### config.mk
export PLATFORM = sky130hd
export DESIGN_NAME = regfile_param
export DESIGN_NICKNAME = d
export VERILOG_FILES = /design/src/rtl/regfile_param.sv
export SDC_FILE = /design/constraint.sdc
export NUM_CORES = 1
export LEC_CHECK = 0
export BUFFER_PORTS_ARGS = -buffer_cell sky130_fd_sc_hd__buf_2
export CORE_ASPECT_RATIO = 1.4
export CORE_MARGIN = 3
export CORE_UTILIZATION = 55
export CTS_BUF_LIST = sky130_fd_sc_hd__clkbuf_16
export DETAILED_ROUTE_END_ITERATION = 10
export PLACE_DENSITY = 0.81
export SLEW_MARGIN = 15
export SYNTH_ARGS = -nofsm -noshare
export SYNTH_HDL_FRONTEND = slang
export SYNTH_SLANG_ARGS = --single-unit
### constraint.sdc
create_clock -name clk_i -period 3 [get_ports clk_i]
set_clock_uncertainty 0.2 [all_clocks]
set_input_delay 0.45 -clock clk_i [delete_from_list [all_inputs] [get_ports clk_i]]
set_output_delay 0.45 -clock clk_i [all_outputs]
set_load 0.01 [all_outputs]
### src/rtl/regfile_param.sv
// Parametrised multi-port register file with write-to-read bypass, optional
// hardwired-zero R0 and a sequenced bulk-clear engine.
module regfile_param #(
  parameter int DATA_W  = 16,
  parameter int ADDR_W  = 4,
  parameter int NUM_RD  = 2,
  parameter int ZERO_R0 = 0
) (
  input  logic                     clk_i,
  input  logic                     rst_i,
  input  logic [NUM_RD*ADDR_W-1:0] rd_addr_i,
  output logic [NUM_RD*DATA_W-1:0] rd_data_o,
  input  logic                     wr_en_i,
  input  logic [ADDR_W-1:0]        wr_addr_i,
  input  logic [DATA_W-1:0]        wr_data_i,
  input  logic                     clr_req_i,
  output logic                     busy_o,
  output logic                     clr_done_o,
  output logic                     wr_err_o
);

  localparam int DEPTH = 1 << ADDR_W;
  localparam logic [ADDR_W-1:0] LAST_IDX = ADDR_W'(DEPTH - 1);

  typedef enum logic {S_IDLE = 1'b0, S_CLEAR = 1'b1} state_t;

  state_t              state_q, state_d;
  logic [ADDR_W-1:0]   cnt_q, cnt_d;
  logic                wr_err_q, wr_err_d;
  logic                clr_done_s;
  logic                busy_s;
  logic                wr_accept_s;
  logic [DATA_W-1:0]   mem_q [DEPTH];

  assign busy_s      = (state_q == S_CLEAR);
  assign wr_accept_s = wr_en_i & ~busy_s & ~((ZERO_R0 != 0) && (wr_addr_i == '0));

  // Clear sequencer: walks clr_cnt across every index once, then returns to IDLE.
  always_comb begin
    state_d    = state_q;
    cnt_d      = cnt_q;
    clr_done_s = 1'b0;
    wr_err_d   = wr_en_i & busy_s;
    case (state_q)
      S_IDLE: begin
        if (clr_req_i) begin
          state_d = S_CLEAR;
          cnt_d   = '0;
        end else begin
          state_d = S_IDLE;
        end
      end
      S_CLEAR: begin
        if (cnt_q == LAST_IDX) begin
          state_d    = S_IDLE;
          cnt_d      = '0;
          clr_done_s = 1'b1;
        end else begin
          cnt_d = cnt_q + ADDR_W'(1);
        end
      end
      default: begin
        state_d = S_IDLE;
        cnt_d   = '0;
      end
    endcase
  end

  // Control registers with synchronous active-low reset.
  always_ff @(posedge clk_i) begin
    if (!rst_i) begin
      state_q  <= S_IDLE;
      cnt_q    <= '0;
      wr_err_q <= 1'b0;
    end else begin
      state_q  <= state_d;
      cnt_q    <= cnt_d;
      wr_err_q <= wr_err_d;
    end
  end

  // Storage array: the clear engine has priority, writes are refused while it runs.
  always_ff @(posedge clk_i) begin
    if (!rst_i) begin
      for (int i = 0; i < DEPTH; i++) begin
        mem_q[i] <= '0;
      end
    end else if (busy_s) begin
      mem_q[cnt_q] <= '0;
    end else if (wr_accept_s) begin
      mem_q[wr_addr_i] <= wr_data_i;
    end
  end

  for (genvar k = 0; k < NUM_RD; k++) begin : g_rd
    logic [ADDR_W-1:0] addr_s;
    assign addr_s = rd_addr_i[k*ADDR_W +: ADDR_W];
    assign rd_data_o[k*DATA_W +: DATA_W] =
      ((ZERO_R0 != 0) && (addr_s == '0))    ? '0        :
      (wr_accept_s && (wr_addr_i == addr_s)) ? wr_data_i :
                                               mem_q[addr_s];
  end

  assign busy_o     = busy_s;
  assign clr_done_o = clr_done_s;
  assign wr_err_o   = wr_err_q;

endmodule
==> results.tsv, run 1 <==
stage	metric	value	unit
run_status	status	finished clean	
global_routing	grt total ovfl	0	
global_routing	number of global-route vias before repair	9690	
finish	non-filler cells, final	1374	
timing	Worst-Margin Slew	0.745	ns
place	port bufs	66	
place	Detailed Place HPWL	25.6	mm
clocking	cts hold-fix bufs	0	
timing	final setup fails	0	
die	core area	24900	sq um
logic_synthesis	share of synthesized registers carrying an async set or reset	0	
detailed_routing	vias	9229	
logic_synthesis	Syn Inst Count	958	
finish	Multi-input gate area	5890	sq um
global_routing	first-pass GRT wire length	57.7	mm
worst_hold_path	hold crit path type	in -> reg	
run	max-cap violations	0	
logic_synthesis	Cell variety after synth	35	
die	num rows	68	
logic_synthesis	synth warn	0	
finish	fillers	1677	
logic_synthesis	sequential area share after synthesis	0.555	
critical_path	Worst Path Required	2.35	ns
clocking	H-tree depth	1	
detailed_routing	wire length per cell	28.4	um
detailed_routing	WL final	39.0	mm
timing	fmax	0.335	GHz
global_routing	pin count of the biggest net entering global routing	36	
place	placed cells	1321	
place	post-placement setup slack	0.0629	ns
timing	RSZ-0062 raised after global routing	false	
timing	Setup TNS	0	ns
critical_path	Crit. End Element	output port	
timing	Hold Fails Final Rpt	0	
timing	Final min period	2.98	ns
logic_synthesis	Synth Flop Type	edfxtp_1	
finish	Nets	1074	
timing	Relative slew margins	0.502	
clocking	Clock Latency Late Sink	0.52	ns
die	I/O Pins	67	
worst_hold_path	Hold Startpoint	wr_en_i	
clocking	root buffer cell	clkbuf_16	
clocking	CTS tree	yes	
power	pwr/cell area	534	nW/um^2
detailed_routing	DR vias/cell	6.72	
timing	period utilisation layout	0.995	
die	area of the die	27600	sq um
logic_synthesis	Syn Nets	991	
timing	post-route setup slack	0.0156	ns
power	Worst VDD drop	0.458	mV
critical_path	Critical Path AT	2.33	ns
detailed_routing	Remaining DRCs	0	
clocking	clk sink count	262	
critical_path	Critical path origin	mem_q[15][14]$_SDFFCE_PN0P_	
logic_synthesis	EDFF count, synth	256	
logic_synthesis	Seq cells post-synth	262	
clocking	CTS Buf Count	24	
timing	Final Max Tran Viols	0	
critical_path	r2r startpoint	busy_o$_SDFF_PN0_	
detailed_routing	drt first-iter violations	1055	
place	placed inst area	15200	sq um
power	Static Leak	5.90	nW
clocking	clk buf depth	3	
critical_path	Worst Setup Start Kind	flip-flop	
clocking	clk slew on worst S/H paths	0.07	ns
die	Initial Util	0.565	
logic_synthesis	synthesized area per cell	14.7	sq um
global_routing	GRT Resource Usage Total	0.282	
finish	ant diodes	0	
logic_synthesis	netlist area before placement	14100	sq um
place	gpl congestion	0.903	
finish	synthesis-to-layout area growth	14.4	%
finish	ratio of cells with drive above 1 in the final layout	0.346	
global_routing	initial antenna violation count	0	
finish	Finished Cell Area	16100	sq um
detailed_routing	TritonRoute pass-1 iters	5	
critical_path	crit path kind	reg -> out	
critical_path	Worst Path Max Fanout	2	
die	Die Width	141	um
die	Die H	195	um
finish	FF+latch area	7810	sq um
detailed_routing	DRT antenna net count	0	
-- layer usage --
layer | part of all wire | track usage
met5 | 0 | 0
met2 | 0.53 | 0.497
met3 | 0.089 | 0.0375
met1 | 0.33 | 0.346
met4 | 0.049 | 0.128
-- flip-flops by register name, summed over array words and instances, names as in the netlist --
| signal | flops |
|---|---|
| wr_err_o | 1 |
| cnt_q | 4 |
| busy_o | 1 |
| mem_q | 256 |
-- synth_stat cells (3+ instances only) --
master | n | share of area
clkbuf_1 | 35 | 0.0093
edfxtp_1 | 256 | 0.55
mux2i_1 | 96 | 0.068
o21ai_0 | 4 | 0.0014
nand2_1 | 36 | 0.0096
nor2b_1 | 4 | 0.0018
mux2_2 | 35 | 0.028
nor2_1 | 258 | 0.069
inv_1 | 3 | 0.00080
xor2_1 | 5 | 0.0031
mux4_2 | 128 | 0.20
buf_2 | 41 | 0.015
nand4_2 | 17 | 0.015
mux2i_4 | 3 | 0.0048
nor3b_1 | 3 | 0.0016
buf_1 | 6 | 0.0016
dfxtp_1 | 6 | 0.0085
-- layout make-up --
| cell class | count | area share |
|---|---|---|
| clock inverter | 19 | 0.0117 |
| multi-input combinational | 608 | 0.366 |
| tap | 315 | 0.0245 |
| timing repair buffer | 142 | 0.0740 |
| sequential | 262 | 0.485 |
| clock buffer | 25 | 0.0388 |
| inverter | 3 | 0.000699 |
-- repair_timing --
item                       CTS  global route
setup endpoints to repair    0             7
gates resized for setup      0             6
setup buffers                0             9
hold endpoints to repair     0             0
-- worst max-delay path, stage by stage, from the launching register on --
cell and delay, ns:
edfxtp_1 0.39, mux4_2 0.48, mux2i_1 0.35, mux2i_1 0.18, mux2_2 0.28, buf_2 0.14
-- final timing paths --
check,end,slack (ns),depth (start not counted)
worst max-delay path,rd_data_o[30],0.02,5
worst min-delay path,wr_err_o$_SDFF_PN0_,0.06,2
worst max register to register,mem_q[2][1]$_SDFFCE_PN0P_,0.27,6
worst min register to register,cnt_q[3]$_SDFFE_PN0P_,0.33,2
-- cell families after synthesis --
family	synth area share
flip-flops	0.555
adder cells (fa/ha/maj)	0.000889
XOR/XNOR	0.00373
multiplexers	0.306
buffers and inverters	0.0280
AND/OR/NAND/NOR	0.101
AO/OA/AOI/OAI	0.00595
-- stage by stage --
stage	total power [mW]	utilization	hold WS (ns)
final	8.60	0.646	0.0567
after global routing	8.80	0.646	0.0759
after CTS	8.57	0.642	0.0486
after detailed placement	5.45	0.610	0.321
after global placement	5.41	0.610	0.302
after floorplan	5.00	-	0.282
-- report_power, final --
group	internal [mW]	total, mW	switching (mW)	leakage, nW
Clock	1.85	3.19	1.34	0.408
Sequential	4.15	4.23	0.0779	2.70
Combinational	0.545	1.18	0.632	2.80
Total	6.55	8.60	2.05	5.90
-- placed cells by master (no fill, tap or decap), drive strengths merged, types with 5 or more instances in the layout --
cell,Yosys,routed
nand2,36,36
nand4,19,19
dfxtp,6,6
nor2,258,258
clkbuf,36,25
clkinv,0,12
buf,49,142
mux2i,99,99
mux2,35,35
edfxtp,256,256
mux4,128,128
xor2,5,5
inv,3,5
No activity file was read; power rests on OpenSTA's default activity.
==> inputs of run 2 (changes only) <==
Settings changed: CORE_MARGIN 3 to 1.5, SETUP_SLACK_MARGIN set to 0.15.
==> run 2 against run 1 <==
Net effect: maximum frequency rose by 1.7%; utilization decreased by 0.41 points; critical endpoint is now rd_data_o[23]; combinational power up 7%; clock power is 6% lower; register-to-register slack improved by 0.11 ns; worst setup slack gained 0.050 ns; global-route usage up 0.93 points; highest routed layer unchanged; critical path depth is the same; routed wire length increased by 1.4%; largest cell class unchanged; clock-buffer cell count stayed put; via count up 0.89%; cell count down 0.80%.
==> results.tsv, run 2 (synthesized netlist as in run 1, its figures left out) <==
stage	metric	value	unit	change
place	port bufs	66		unchanged
run_status	status	finished clean		unchanged
critical_path	CP max-delay cell	mux4_2		unchanged
critical_path	Worst Setup Start Kind	flip-flop		unchanged
detailed_routing	drt first-iter violations	1248		was 1,055
worst_hold_path	hold crit path type	in -> reg		unchanged
finish	ratio of cells with drive above 1 in the final layout	0.354		was 0.346
finish	fillers	1726		was 1,677
place	gpl congestion	0.842		was 0.903
power	pwr/cell area	523	nW/um^2	was 534 nW/um^2
timing	Final min period	2.93	ns	was 2.98 ns
die	I/O Pins	67		unchanged
run	max-cap violations	0		unchanged
detailed_routing	TritonRoute pass-1 iters	5		unchanged
detailed_routing	wire length per cell	29.0	um	was 28.4 um
critical_path	Crit. End Element	output port		unchanged
critical_path	r2r startpoint	busy_o$_SDFF_PN0_		unchanged
global_routing	pin count of the biggest net entering global routing	48		was 36
die	area of the die	26600	sq um	was 27,600 sq um
finish	max FFs per register	256		unchanged
critical_path	Crit path depth	5		unchanged
finish	Nets	1061		was 1,074
timing	Relative slew margins	0.510		was 0.502
critical_path	CP delay by family, top	multiplexers		unchanged
critical_path	worst-path cell chain	mux4_2 -> mux2i_1 -> mux2i_1 -> mux2_2 -> buf_2		unchanged
clocking	H-tree depth	1		unchanged
timing	Setup TNS	0	ns	unchanged
detailed_routing	vias	9311		was 9,229
timing	post-route setup slack	0.0660	ns	was 0.0156 ns
timing	Final Max Tran Viols	0		unchanged
power	Static Leak	5.86	nW	was 5.90 nW
die	num rows	69		was 68
finish	ant diodes	0		unchanged
critical_path	Crit path top cell by count	mux2i_1		unchanged
clocking	setup bufs post-CTS	0		unchanged
detailed_routing	Remaining DRCs	0		unchanged
clocking	CTS tree	yes		unchanged
finish	commonest non-fill, non-tap cell in the layout	nor2_1		unchanged
finish	synthesis-to-layout area growth	15.4	%	was 14.4%
critical_path	Critical Path AT	2.28	ns	was 2.33 ns
critical_path	crit path kind	reg -> out		unchanged
place	Detailed Place HPWL	24.4	mm	was 25.6 mm
critical_path	Critical path origin	mem_q[10][7]$_SDFFCE_PN0P_		was mem_q[15][14]$_SDFFCE_PN0P_
global_routing	GRT Resource Usage Total	0.292		was 0.282
finish	largest reg by FF count	mem_q		unchanged
timing	RSZ-0062 raised after global routing	true		was false
place	placed inst area	15100	sq um	was 15,200 sq um
critical_path	Worst Path Required	2.35	ns	about the same
die	Die Width	138	um	was 141 um
clocking	CTS Buf Count	24		unchanged
timing	Worst-Margin Slew	0.733	ns	was 0.745 ns
clocking	Clock Latency Late Sink	0.53	ns	was 0.52 ns
detailed_routing	DRT antenna net count	0		unchanged
timing	Hold Fails Final Rpt	0		unchanged
finish	Finished Cell Area	16200	sq um	was 16,100 sq um
timing	hold_ws	0.0389	ns	was 0.0567 ns
finish	commonest non-fill, non-tap cells in the layout	nor2_1, edfxtp_1, mux4_2		unchanged
global_routing	first-pass GRT wire length	57.1	mm	was 57.7 mm
clocking	cts hold-fix bufs	0		unchanged
timing	period utilisation layout	0.978		was 0.995
die	Initial Util	0.557		was 0.565
clocking	root buffer cell	clkbuf_16		unchanged
die	Die H	192	um	was 195 um
worst_hold_path	Hold Crit Depth	4		was 2
critical_path	max incr delay on CP	0.50	ns	was 0.48 ns
critical_path	Worst Path Max Fanout	2		unchanged
clocking	clk slew on worst S/H paths	0.07	ns	about the same
critical_path	Bufs and invs on worst path	1		unchanged
detailed_routing	DR vias/cell	6.83		was 6.72
critical_path	worst reg2reg path depth	6		unchanged
clocking	clk sink count	262		unchanged
timing	fmax	0.341	GHz	was 0.335 GHz
timing	final setup fails	0		unchanged
die	core area	25300	sq um	was 24,900 sq um
global_routing	number of global-route vias before repair	9532		was 9,690
finish	largest registers	mem_q x256, cnt_q x4		unchanged
place	post-placement setup slack	0.0915	ns	was 0.0629 ns
clocking	clk buf depth	3		unchanged
global_routing	grt total ovfl	0		unchanged
worst_hold_path	Hold Startpoint	clr_req_i		was wr_en_i
detailed_routing	WL final	39.6	mm	was 39.0 mm
power	Worst VDD drop	0.418	mV	was 0.458 mV
global_routing	initial antenna violation count	0		unchanged
-- run 2: cell count changes in the layout (fill, tap and decap cells not counted), sizes merged --
cell,delta
buf,-15
bufinv,-2
clkinv,-1
inv,+1
clkbuf,+2
-- run 2: worst paths after layout --
kind,slack [ns],endpoint
setup reg to reg,0.38,mem_q[12][5]$_SDFFCE_PN0P_
hold reg to reg,0.33,cnt_q[3]$_SDFFE_PN0P_
setup / recovery,0.07,rd_data_o[23]
hold / removal,0.04,cnt_q[1]$_SDFFE_PN0P_
-- run 2: repair_timing --
| item | 4_1_cts | 5_1_grt |
|---|---|---|
| gates cloned | 1 | 2 |
| resized for setup | 22 | 42 |
| endpoints found under the setup margin | 21 | 31 |
-- run 2: area by class of cell --
type                            count  area, sq um  share of cell area
Clock buffer                       25          626              0.0385
Tap cell                          319          399              0.0246
Timing Repair Buffer              129         1150              0.0709
Multi-Input combinational cell    608         6120               0.377
Clock inverter                     17          126             0.00778
Inverter                            3         11.3            0.000693
Sequential cell                   262         7810               0.481
-- run 2: where the power goes --
part	internal (mW)	switching, mW
clock	1.67	1.33
sequential	4.15	0.0784
combinational	0.593	0.670
-- run 2: metrics by stage --
step / total power, mW / instances / util
4_1_cts: 8.38 / 1361 / 0.631
2_1_floorplan: 5.00 / 958 / -
5_1_grt: 8.66 / 1363 / 0.642
6_report: 8.50 / 1363 / 0.642
3_5_place_dp: 5.42 / 1318 / 0.596
3_3_place_gp: 5.38 / 1318 / 0.596
-- run 2: tightest hold or removal path: stages --
cell     delay, ns
buf_2         0.09
nor3b_1       0.04
a21oi_1       0.11
nor2b_1       0.05
-- run 2: metal layers --
layer,vias to the layer above,share of wire,GRT usage
met4,0,0.050,0.145
li1,3800,-,-
met3,152,0.10,0.0476
met2,658,0.52,0.513
met5,-,0,0
met1,4701,0.33,0.352
==> inputs of run 3 (changes only) <==
Settings changed: ABC_AREA set to 1, PLACE_DENSITY 0.81 to 0.8.
==> run 3 against run 2 <==
Net effect: combinational power increased by 9.5%; clock power increased by 21%; utilization decreased by 1.7 points; via count increased by 63%; cell area increased by 8.7%; register-to-register slack improved by 0.11 ns; hold slack got worse by 0.023 ns; cell count increased by 89%; sequential cell count unchanged; largest power group unchanged.
==> results.tsv, run 3 <==
stage	metric	value	unit	change
place	placed cells	2521		was 1,318
die	Die Width	146	um	was 138 um
timing	Worst-Margin Slew	0.647	ns	was 0.733 ns
logic_synthesis	area leader, netlist	edfxtp_1		unchanged
detailed_routing	DR vias/cell	5.88		was 6.83
worst_hold_path	hold crit path type	in -> reg		unchanged
finish	largest reg by FF count	mem_q		unchanged
detailed_routing	vias	15100		was 9,311
critical_path	Crit path top cell by count	nand2_1		was mux2i_1
timing	Setup TNS	0	ns	unchanged
critical_path	CP max-delay cell	dfxtp_1		was mux4_2
logic_synthesis	netlist area before placement	15700	sq um	was 14,100 sq um
global_routing	initial antenna violation count	0		unchanged
critical_path	CP Capture Point	rd_data_o[4]		was rd_data_o[23]
global_routing	GRT Resource Usage Total	0.329		was 0.292
finish	synthesis-to-layout area growth	12.3	%	was 15.4%
logic_synthesis	Seq cells post-synth	262		unchanged
critical_path	Crit. End Element	output port		unchanged
detailed_routing	DRT antenna net count	0		unchanged
detailed_routing	TritonRoute pass-1 iters	9		was 5
logic_synthesis	EDFF count, synth	256		unchanged
logic_synthesis	Cell variety after synth	27		was 35
timing	fmax	0.360	GHz	was 0.341 GHz
run_status	status	finished clean		unchanged
logic_synthesis	share of synthesized registers carrying an async set or reset	0		unchanged
logic_synthesis	most instantiated cells after synthesis	nand2_1, nand3_1, inv_1		was nor2_1, edfxtp_1, mux4_2
die	Initial Util	0.557		about the same
clocking	H-tree depth	1		unchanged
power	pwr/cell area	521	nW/um^2	was 523 nW/um^2
clocking	clk slew on worst S/H paths	0.06	ns	was 0.07 ns
power	Worst VDD drop	0.439	mV	was 0.418 mV
critical_path	crit path kind	reg -> out		unchanged
timing	period utilisation layout	0.925		was 0.978
critical_path	Worst Path Required	2.35	ns	about the same
die	num rows	73		was 69
clocking	clk buf depth	3		unchanged
global_routing	number of global-route vias before repair	14600		was 9,532
logic_synthesis	Yosys top cell area share	0.489		was 0.546
finish	Nets	2213		was 1,061
die	Die H	203	um	was 192 um
finish	Finished Core Util	0.626		was 0.642
logic_synthesis	synthesized area per cell	7.34	sq um	was 14.7 sq um
finish	largest registers	mem_q x256, cnt_q x4		unchanged
clocking	Clock Latency Late Sink	0.56	ns	was 0.53 ns
power	Static Leak	8.02	nW	was 5.86 nW
critical_path	Worst Setup Start Kind	flip-flop		unchanged
place	post-placement setup slack	0.384	ns	was 0.0915 ns
critical_path	max incr delay on CP	0.42	ns	was 0.50 ns
timing	Final min period	2.78	ns	was 2.93 ns
run	max-cap violations	0		unchanged
critical_path	reg2reg end	mem_q[11][11]$_SDFFCE_PN0P_		was mem_q[12][5]$_SDFFCE_PN0P_
timing	Hold Fails Final Rpt	0		unchanged
timing	Final Max Tran Viols	0		unchanged
logic_synthesis	Syn Nets	2174		was 991
logic_synthesis	Synth Flop Type	edfxtp_1		unchanged
logic_synthesis	most frequent cell after synthesis	nand2_1		was nor2_1
timing	final setup fails	0		unchanged
timing	Relative slew margins	0.569		was 0.510
die	area of the die	29600	sq um	was 26,600 sq um
clocking	clk sink count	262		unchanged
place	gpl congestion	0.935		was 0.842
critical_path	r2r startpoint	busy_o$_SDFF_PN0_		unchanged
logic_synthesis	Area contributors post-synth	edfxtp_1, nand2_1, nand3_1, inv_1, nor2_1		was edfxtp_1, mux4_2, nor2_1, mux2i_1, mux2_2
global_routing	grt total ovfl	0		unchanged
logic_synthesis	sequential area share after synthesis	0.497		was 0.555
critical_path	Worst Path Max Fanout	15		was 2
critical_path	Critical path origin	busy_o$_SDFF_PN0_		was mem_q[10][7]$_SDFFCE_PN0P_
timing	post-route setup slack	0.224	ns	was 0.0660 ns
clocking	root buffer cell	clkbuf_16		unchanged
place	Detailed Place HPWL	32.3	mm	was 24.4 mm
critical_path	worst reg2reg path depth	9		was 6
detailed_routing	Remaining DRCs	0		unchanged
finish	ant diodes	0		unchanged
global_routing	pin count of the biggest net entering global routing	129		was 48
power	Tot Pwr	9.20	mW	was 8.50 mW
global_routing	first-pass GRT wire length	76.4	mm	was 57.1 mm
timing	RSZ-0062 raised after global routing	true		unchanged
place	port bufs	66		unchanged
detailed_routing	WL final	49.1	mm	was 39.6 mm
clocking	CTS Buf Count	26		was 24
finish	max FFs per register	256		unchanged
clocking	CTS tree	yes		unchanged
worst_hold_path	Hold Startpoint	clr_req_i		unchanged
die	core area	28200	sq um	was 25,300 sq um
critical_path	Critical Path AT	2.13	ns	was 2.28 ns
finish	ratio of cells with drive above 1 in the final layout	0.108		was 0.354
critical_path	reg-to-reg setup timing slack	0.49	ns	was 0.38 ns
finish	commonest non-fill, non-tap cell in the layout	nand2_1		was nor2_1
logic_synthesis	synth warn	0		unchanged
finish	commonest non-fill, non-tap cells in the layout	nand2_1, nand3_1, inv_1		was nor2_1, edfxtp_1, mux4_2
detailed_routing	drt first-iter violations	1867		was 1,248
detailed_routing	wire length per cell	19.1	um	was 29.0 um
logic_synthesis	Syn Inst Count	2141		was 958
critical_path	worst-path cell chain	nor2_4 -> o21ai_0 -> a21oi_2 -> nand3_1 -> buf_4 -> nand2_1 -> nand2_1 -> buf_2		was mux4_2 -> mux2i_1 -> mux2i_1 -> mux2_2 -> buf_2
die	I/O Pins	67		unchanged
finish	non-filler cells, final	2573		was 1,363
run 3: cell types whose count changed after synthesis, moves of 19 or more:
cell      before  now
nand2_1       36  670
mux2i_1       96    0
buf_2         41   17
inv_1          3  277
nand3_1        1  452
clkbuf_1      35   95
buf_1          6   25
mux2_2        35    0
mux4_2       128    0
run 3: how the worst min path moves through the flow:
stage | end | slack [ns] | depth (start not counted)
finish | cnt_q[3]$_SDFFE_PN0P_ | 0.02 | 4
global placement | cnt_q[3]$_SDFFE_PN0P_ | 0.27 | 2
detailed placement | cnt_q[3]$_SDFFE_PN0P_ | 0.28 | 2
floorplan | cnt_q[3]$_SDFFE_PN0P_ | 0.26 | 2
CTS | cnt_q[3]$_SDFFE_PN0P_ | 0.001 | 4
global route | cnt_q[3]$_SDFFE_PN0P_ | 0.05 | 4
run 3: kinds of logic after synthesis:
| group | count (synthesis) | synth area share |
|---|---|---|
| adder cells (fa/ha/maj) | 1 | 0.000796 |
| XOR/XNOR | 2 | 0.00111 |
| AO/OA/AOI/OAI | 19 | 0.00756 |
| flip-flops | 262 | 0.497 |
| buffers and inverters | 427 | 0.108 |
| AND/OR/NAND/NOR | 1430 | 0.386 |
run 3: what timing repair did:
action                                  4_1_cts  5_1_grt
hold buffers                                  3        0
endpoints found under the hold margin         2        0
resized for setup                             0        1
gates cloned                                  0        0
endpoints found under the setup margin       15       31
setup buffers                                 2        1
pin swaps                                     0        0
run 3: stage by stage:
step | hold WS [ns] | cell area (sq um)
finish | 0.0163 | 17700
global route | 0.0515 | 17700
CTS | 0.00138 | 17600
detailed placement | 0.277 | 16700
global placement | 0.271 | 16700
floorplan | 0.256 | 15700
run 3: layer usage:
metal,vias to the layer above,global-route usage,routed length (um)
li1,6875,-,-
met1,6938,0.401,17400
met2,1089,0.543,23400
met3,234,0.0562,5430
met4,0,0.208,2860
met5,-,0,0
run 3: layout make-up:
class | instances | area [sq um]
Fill cell | 2376 | 10600
Sequential cell | 262 | 7810
Multi-Input combinational cell | 1452 | 6210
Timing Repair Buffer | 158 | 1170
Inverter | 280 | 1060
Clock buffer | 27 | 676
Tap cell | 375 | 469
Clock inverter | 19 | 259
run 3: report_power, final:
part	leakage (nW)	switching (mW)	total [mW]	internal (mW)
Clock	0.460	1.47	3.62	2.15
Combinational	4.86	0.974	1.38	0.411
Sequential	2.70	0.0427	4.20	4.15
run 3: worst max-delay path, delay by kind of cell, from the launching register on:
family                 cells  cell delay (ns)
AO/OA/AOI/OAI              2             0.30
buffers and inverters      2             0.39
flip-flops                 1             0.42
AND/OR/NAND/NOR            4             0.45
